### config.mk
export PLATFORM = sky130hd
export DESIGN_NAME = audio_capture_ctrl
export DESIGN_NICKNAME = d
export VERILOG_FILES = /design/src/rtl/audio_capture_ctrl.sv
export SDC_FILE = /design/constraint.sdc
export NUM_CORES = 1
export LEC_CHECK = 0
export ABC_AREA = 1
export CAP_MARGIN = 20
export CELL_PAD_IN_SITES_DETAIL_PLACEMENT = 0
export CELL_PAD_IN_SITES_GLOBAL_PLACEMENT = 1
export CORE_MARGIN = 1.5
export CORE_UTILIZATION = 34
export DETAILED_ROUTE_END_ITERATION = 12
export GPL_TIMING_DRIVEN = 0
export PLACE_DENSITY = 0.78
export SLEW_MARGIN = 20
export SYNTH_ARGS = -nofsm -noshare
export SYNTH_HDL_FRONTEND = slang
export SYNTH_SLANG_ARGS = --single-unit
### constraint.sdc
create_clock -name clk -period 4.9 [get_ports clk]
set_clock_uncertainty 0.05 [all_clocks]
set_input_delay 0.98 -clock clk [delete_from_list [all_inputs] [get_ports clk]]
set_output_delay 0.98 -clock clk [all_outputs]
set_load 0.02 [all_outputs]
### src/rtl/audio_capture_ctrl.sv
// Avalon-MM capture controller: selects/mixes codec samples, optionally waits for a
// level trigger, streams a bounded run into the sample BRAM and exposes status/readback.
module audio_capture_ctrl #(
  parameter int SAMPLE_W = 24,
  parameter int ADDR_W   = 16,
  parameter int DEPTH    = 48000
) (
  input  logic                clk,
  input  logic                reset,
  input  logic                chipselect,
  input  logic                write,
  input  logic                read,
  input  logic [2:0]          address,
  input  logic [31:0]         writedata,
  output logic [31:0]         readdata,
  input  logic                sample_valid,
  input  logic [SAMPLE_W-1:0] adc_left,
  input  logic [SAMPLE_W-1:0] adc_right,
  output logic                bram_we,
  output logic [ADDR_W-1:0]   bram_wa,
  output logic [SAMPLE_W-1:0] bram_din,
  output logic [ADDR_W-1:0]   bram_ra,
  input  logic [SAMPLE_W-1:0] bram_dout,
  output logic                irq
);
  localparam int CNT_W = $clog2(DEPTH + 1);

  typedef enum logic [1:0] {S_IDLE, S_ARMED, S_CAPTURE, S_DONE} state_t;
  state_t r_state, w_next;

  logic [CNT_W-1:0]    r_limit, r_lim_run, r_count;
  logic [SAMPLE_W-1:0] r_thresh, r_live, r_din;
  logic [ADDR_W-1:0]   r_wa, r_ra;
  logic [1:0]          r_chsel;
  logic                r_irq_en, r_done, r_we;
  logic [31:0]         r_rdata;

  logic [SAMPLE_W-1:0] w_sel, w_mono, w_abs;
  logic                w_wr, w_start, w_abort, w_busy, w_start_ok, w_trig, w_cap, w_rd_status;

  assign w_wr        = chipselect && write;
  assign w_abort     = w_wr && (address == 3'd0) && writedata[1];
  assign w_start     = w_wr && (address == 3'd0) && writedata[0] && !writedata[1];
  assign w_busy      = (r_state == S_ARMED) || (r_state == S_CAPTURE);
  assign w_start_ok  = w_start && !w_busy;
  assign w_rd_status = chipselect && read && (address == 3'd4);

  // Halving both channels before the add keeps the mix inside SAMPLE_W bits.
  assign w_mono = ($signed(adc_left) >>> 1) + ($signed(adc_right) >>> 1);

  always_comb begin
    w_sel = w_mono;
    case (r_chsel)
      2'd1:    w_sel = adc_left;
      2'd2:    w_sel = adc_right;
      default: w_sel = w_mono;
    endcase
  end

  always_comb begin
    w_abs = w_sel;
    if (w_sel[SAMPLE_W-1]) begin
      if (w_sel == {1'b1, {(SAMPLE_W-1){1'b0}}}) w_abs = {1'b0, {(SAMPLE_W-1){1'b1}}};
      else                                       w_abs = -w_sel;
    end
  end

  assign w_trig = w_abs >= r_thresh;
  assign w_cap  = sample_valid && !w_abort &&
                  ((r_state == S_CAPTURE) || ((r_state == S_ARMED) && w_trig));

  always_comb begin
    w_next = r_state;
    case (r_state)
      S_IDLE, S_DONE: begin
        if (r_state == S_DONE) w_next = S_IDLE;
        if (w_start_ok) begin
          if (r_limit == '0)      w_next = S_DONE;
          else if (writedata[4])  w_next = S_ARMED;
          else                    w_next = S_CAPTURE;
        end
      end
      S_ARMED: begin
        if (w_abort)                     w_next = S_IDLE;
        else if (sample_valid && w_trig) w_next = S_CAPTURE;
      end
      S_CAPTURE: begin
        if (w_abort)                                              w_next = S_IDLE;
        else if (r_we && ((r_count + CNT_W'(1)) >= r_lim_run))    w_next = S_DONE;
      end
      default: w_next = S_IDLE;
    endcase
  end

  always_ff @(posedge clk) begin
    if (reset) r_state <= S_IDLE;
    else       r_state <= w_next;
  end

  always_ff @(posedge clk) begin
    if (reset) begin
      r_limit   <= CNT_W'(DEPTH);
      r_lim_run <= '0;
      r_count   <= '0;
      r_thresh  <= '0;
      r_live    <= '0;
      r_din     <= '0;
      r_wa      <= '0;
      r_ra      <= '0;
      r_chsel   <= '0;
      r_irq_en  <= 1'b0;
      r_done    <= 1'b0;
      r_we      <= 1'b0;
      r_rdata   <= '0;
    end else begin
      if (w_wr) begin
        case (address)
          3'd0: r_irq_en <= writedata[5];
          3'd1: r_limit  <= (writedata > 32'(DEPTH)) ? CNT_W'(DEPTH) : CNT_W'(writedata);
          3'd2: r_thresh <= writedata[SAMPLE_W-1:0];
          3'd3: r_ra     <= writedata[ADDR_W-1:0];
          default: ;
        endcase
      end
      if (w_start_ok) begin
        r_lim_run <= r_limit;
        r_chsel   <= writedata[3:2];
      end
      if (sample_valid) r_live <= w_sel;

      // Write address is the pre-increment count; the count bumps as the pulse retires.
      r_we <= w_cap;
      if (w_cap) begin
        r_wa  <= ADDR_W'(r_count);
        r_din <= w_sel;
      end
      if (w_start_ok) r_count <= '0;
      else if (r_we)  r_count <= r_count + CNT_W'(1);

      if (w_next == S_DONE)              r_done <= 1'b1;
      else if (w_start_ok || w_rd_status) r_done <= 1'b0;

      r_rdata <= '0;
      if (chipselect && read) begin
        case (address)
          3'd4:    r_rdata <= {29'b0, r_done, (r_state == S_ARMED), w_busy};
          3'd5:    r_rdata <= 32'(r_count);
          3'd6:    r_rdata <= 32'($signed(bram_dout));
          3'd7:    r_rdata <= 32'($signed(r_live));
          default: r_rdata <= '0;
        endcase
      end
    end
  end

  assign readdata = r_rdata;
  assign bram_we  = r_we;
  assign bram_wa  = r_wa;
  assign bram_din = r_din;
  assign bram_ra  = r_ra;
  assign irq      = r_done && r_irq_en;
endmodule

==> impl_results.md <==
* Largest net degree at the start of global routing at 17
* Shortest period the worst path allows at 4.92 ns
* First-pass GRT wire length at 61800 um
* Layout area overhead at 38.4%
* Fin. max-slew vios at 0
* TritonCTS clock tree: built
* Core area at 31700 um2
* Post-synth ARST share at 0%
* Starting density of the core at 34.8%
* R2R setup slack at 0.20 ns
* Antenna Cells at 0
* Dpl hpwl at 31000 um
* Total track usage at 23.7%
* Seq/Total Area, Yosys at 33.2%
* P_leak at 6.69 nW
* Slowest stage delay, CP at 0.46 ns
* Crit-path most repeated cell: nand2_1
* RSZ-0062 raised after global routing: yes
* Placement Cell Area at 13500 um2
* Port Buffers at 201
* Worst r2r path cells at 31
* DR vias at 11828
* IR drop worst, VDD at 0.261 mV
* Most instantiated library cell after synthesis: nand2_1
* Die H at 183 um
* Top post-synthesis cells by area: dfxtp_1, nand2_1, ha_1
* Row count at 65
* Top fanout value on the critical path at 7
* Routed len/inst at 17.3 um
* Vias in the first global route at 11136
* DR vias/cell at 5.14
* Critical path data arrival time at 5.16 ns
* Setup TNS at -0.0245 ns
* Flops & latches, synth at 183
* Ys flop type: dfxtp_1
* Clk buf depth at 2
* Hold-fix buffers, CTS at 0
* Failing checks: setup timing
* Fmax at 203 MHz
* Critical path class: in2reg
* CTS Buf Count at 17
* Critical-path top delay cell: clkdlybuf4s50_1
* RR Endpoint: bram_din[0]
* Final net count at 2070
* RR Startpoint: r_chsel[0]
* Post-Syn Area at 11000 um2
* Synth top area share at 33.2%
* Die X at 183 um
* Total Die Area at 33500 um2
* Max_slew headroom at 49.6%
* CP Capture Point: bram_din[0]
* Total Wirelength at 39800 um
* Filler Cells Inserted at 3218
* Yosys cell types at 49
* Syn_nets at 1806
* Warnings, synthesis at 0
* Sink Count at 183
* Routed Antenna Nets at 0
* Design area at 15300 um2
* Worst hold path class: reg2reg
* Finish-stage setup viols at 2
* Remaining Overflow, GRT at 0
* Post-synth top area cell: dfxtp_1
* 1st-pass router iterations at 6
* Post-Syn Instances at 1623
* Drc violations at 0
* Data required, critical path at 5.14 ns
* EDFF count, synth at 0
* Crit start category: input port
* Worst skew pair latency at 0.44 ns
* Synth cell count leaders: nand2_1, inv_1, dfxtp_1, o21ai_0, a21oi_1
* Ratio of cells with drive above 1 in the final layout at 15.8%
* Final WS setup at -0.0181 ns
* Critical path startpoint: adc_left[19]
* Worst Tran Pin Value at 0.756 ns
* Root Driver: clkbuf_16
* Final period util at 100%
* Synth Area per Inst at 6.80 um2
* Power Density at 264 nW/um2
* Clk slew on worst S/H paths at 0.07 ns
* Initial antenna violation count at 1
* GPL Wtd Cong at 0.912
* Max Cap Viol at 0
* Critical path endpoint category: flop
* Final hold violation count at 0
* Top Ports at 203
* Htree depth at 4
* 1st-iter DRT viols at 931
* Outcome: finished with violations
## placed cells by master, fill, tap and decap left out, types with 8 or more instances in the layout
cell type        count
inv_1              206
ha_1                45
nand2_1            309
dfxtp_1            183
nand4_1             17
inv_2               19
nor2_4              12
buf_2                9
o22ai_1              8
nand3_2             16
nor3_1               8
a22o_1              15
o21ai_1             18
nor2_1             120
nor2_2              17
xor2_1              13
clkdlybuf4s50_1    164
o211ai_1            17
nand2_4              9
a22oi_1             21
clkbuf_16           18
dlygate4sd2_1       27
buf_4               49
o21ai_0            115
nand3_1             89
a21oi_1            141
nand3_4              8
a21oi_2             13
clkbuf_1            42
ha_4                24
nand2_2             36
o21ai_2             22
## worst max-delay path: cells and delay by family
| kind | cells | cell delay (ns) |
|---|---|---|
| buf+inv | 6 | 1.09 |
| fa+ha+maj | 2 | 0.57 |
| simple gates | 17 | 1.90 |
| compound gates | 6 | 0.59 |
## how the worst min path moves through the flow
stage	startpoint	end	slack, ns	cells after the start
after floorplan	r_lim_run[10]	r_lim_run[10]	0.39	2
after global placement	r_thresh[2]	r_thresh[2]	0.40	2
after detailed placement	r_thresh[19]	r_thresh[19]	0.41	2
after CTS	r_lim_run[11]	r_lim_run[11]	0.42	2
after global routing	r_lim_run[14]	r_lim_run[14]	0.44	2
final	r_thresh[20]	r_thresh[20]	0.42	2
## per-stage QoR
| stage | utilization [%] | instances | power, mW | setup WS (ns) | hold WS (ns) |
|---|---|---|---|---|---|
| global placement | 42.7 | 2226 | 2.51 | -1.40 | 0.402 |
| global route | 48.1 | 2300 | 4.22 | -0.257 | 0.445 |
| floorplan | - | 1623 | 2.17 | 0.122 | 0.385 |
| finish | 48.1 | 2300 | 4.02 | -0.0181 | 0.416 |
| CTS | 47.1 | 2292 | 3.96 | 0.00309 | 0.421 |
| detailed placement | 42.7 | 2226 | 2.52 | -1.46 | 0.406 |
## report_power, final
part           internal [mW]  total, mW  switching, mW
logic                  0.454       1.15          0.691
clock network          0.704       1.33          0.631
registers               1.52       1.54         0.0230
total                   2.68       4.02           1.35
## per-layer routing
| layer | track usage [%] | up-vias | wire [um] |
|---|---|---|---|
| li1 | - | 5870 | - |
| met1 | 33.1 | 5498 | 19000 |
| met3 | 4.59 | 56 | 2620 |
| met4 | 6.95 | 2 | 810 |
| met5 | 0 | - | 13 |
| met2 | 36.9 | 402 | 17400 |
## state kept, by name (all words and copies together) (netlist names)
name / cells
bram_din: 24
bram_ra: 16
bram_wa: 16
bram_we: 1
r_chsel: 2
r_count: 16
r_done: 1
r_irq_en: 1
r_lim_run: 16
r_limit: 16
r_live: 24
r_state: 2
r_thresh: 24
readdata: 24
## repair_timing
item                                    4_1_cts  5_1_grt
endpoints found under the setup margin       44       44
resized for setup                           193       82
pin swaps                                    42       41
gates cloned                                  6        0
setup buffers                                30        9
## cell type report
| cell class | instances | area, um2 | share of cell area [%] |
|---|---|---|---|
| repair inverters | 1 | 6.26 | 0.0410 |
| clock inverters | 12 | 119 | 0.778 |
| repair buffers | 244 | 2360 | 15.4 |
| clock buffers | 18 | 429 | 2.81 |
| well taps | 402 | 503 | 3.29 |
| plain buffers | 73 | 412 | 2.70 |
| inverters | 231 | 887 | 5.81 |
| multi-input cells | 1136 | 6890 | 45.1 |
| flip-flops and latches | 183 | 3660 | 24.0 |
## logic make-up after synthesis
| kind of cell | Yosys count | synth area share [%] |
|---|---|---|
| adders and majority gates | 70 | 8.01 |
| and+or+nand+nor | 665 | 27.1 |
| AOI/OAI and AO/OA | 387 | 19.6 |
| buffers and inverters | 304 | 10.9 |
| DFF | 183 | 33.2 |
| xor gates and xnor gates | 14 | 1.11 |
Note: power is estimated with default switching activity, not from simulation.
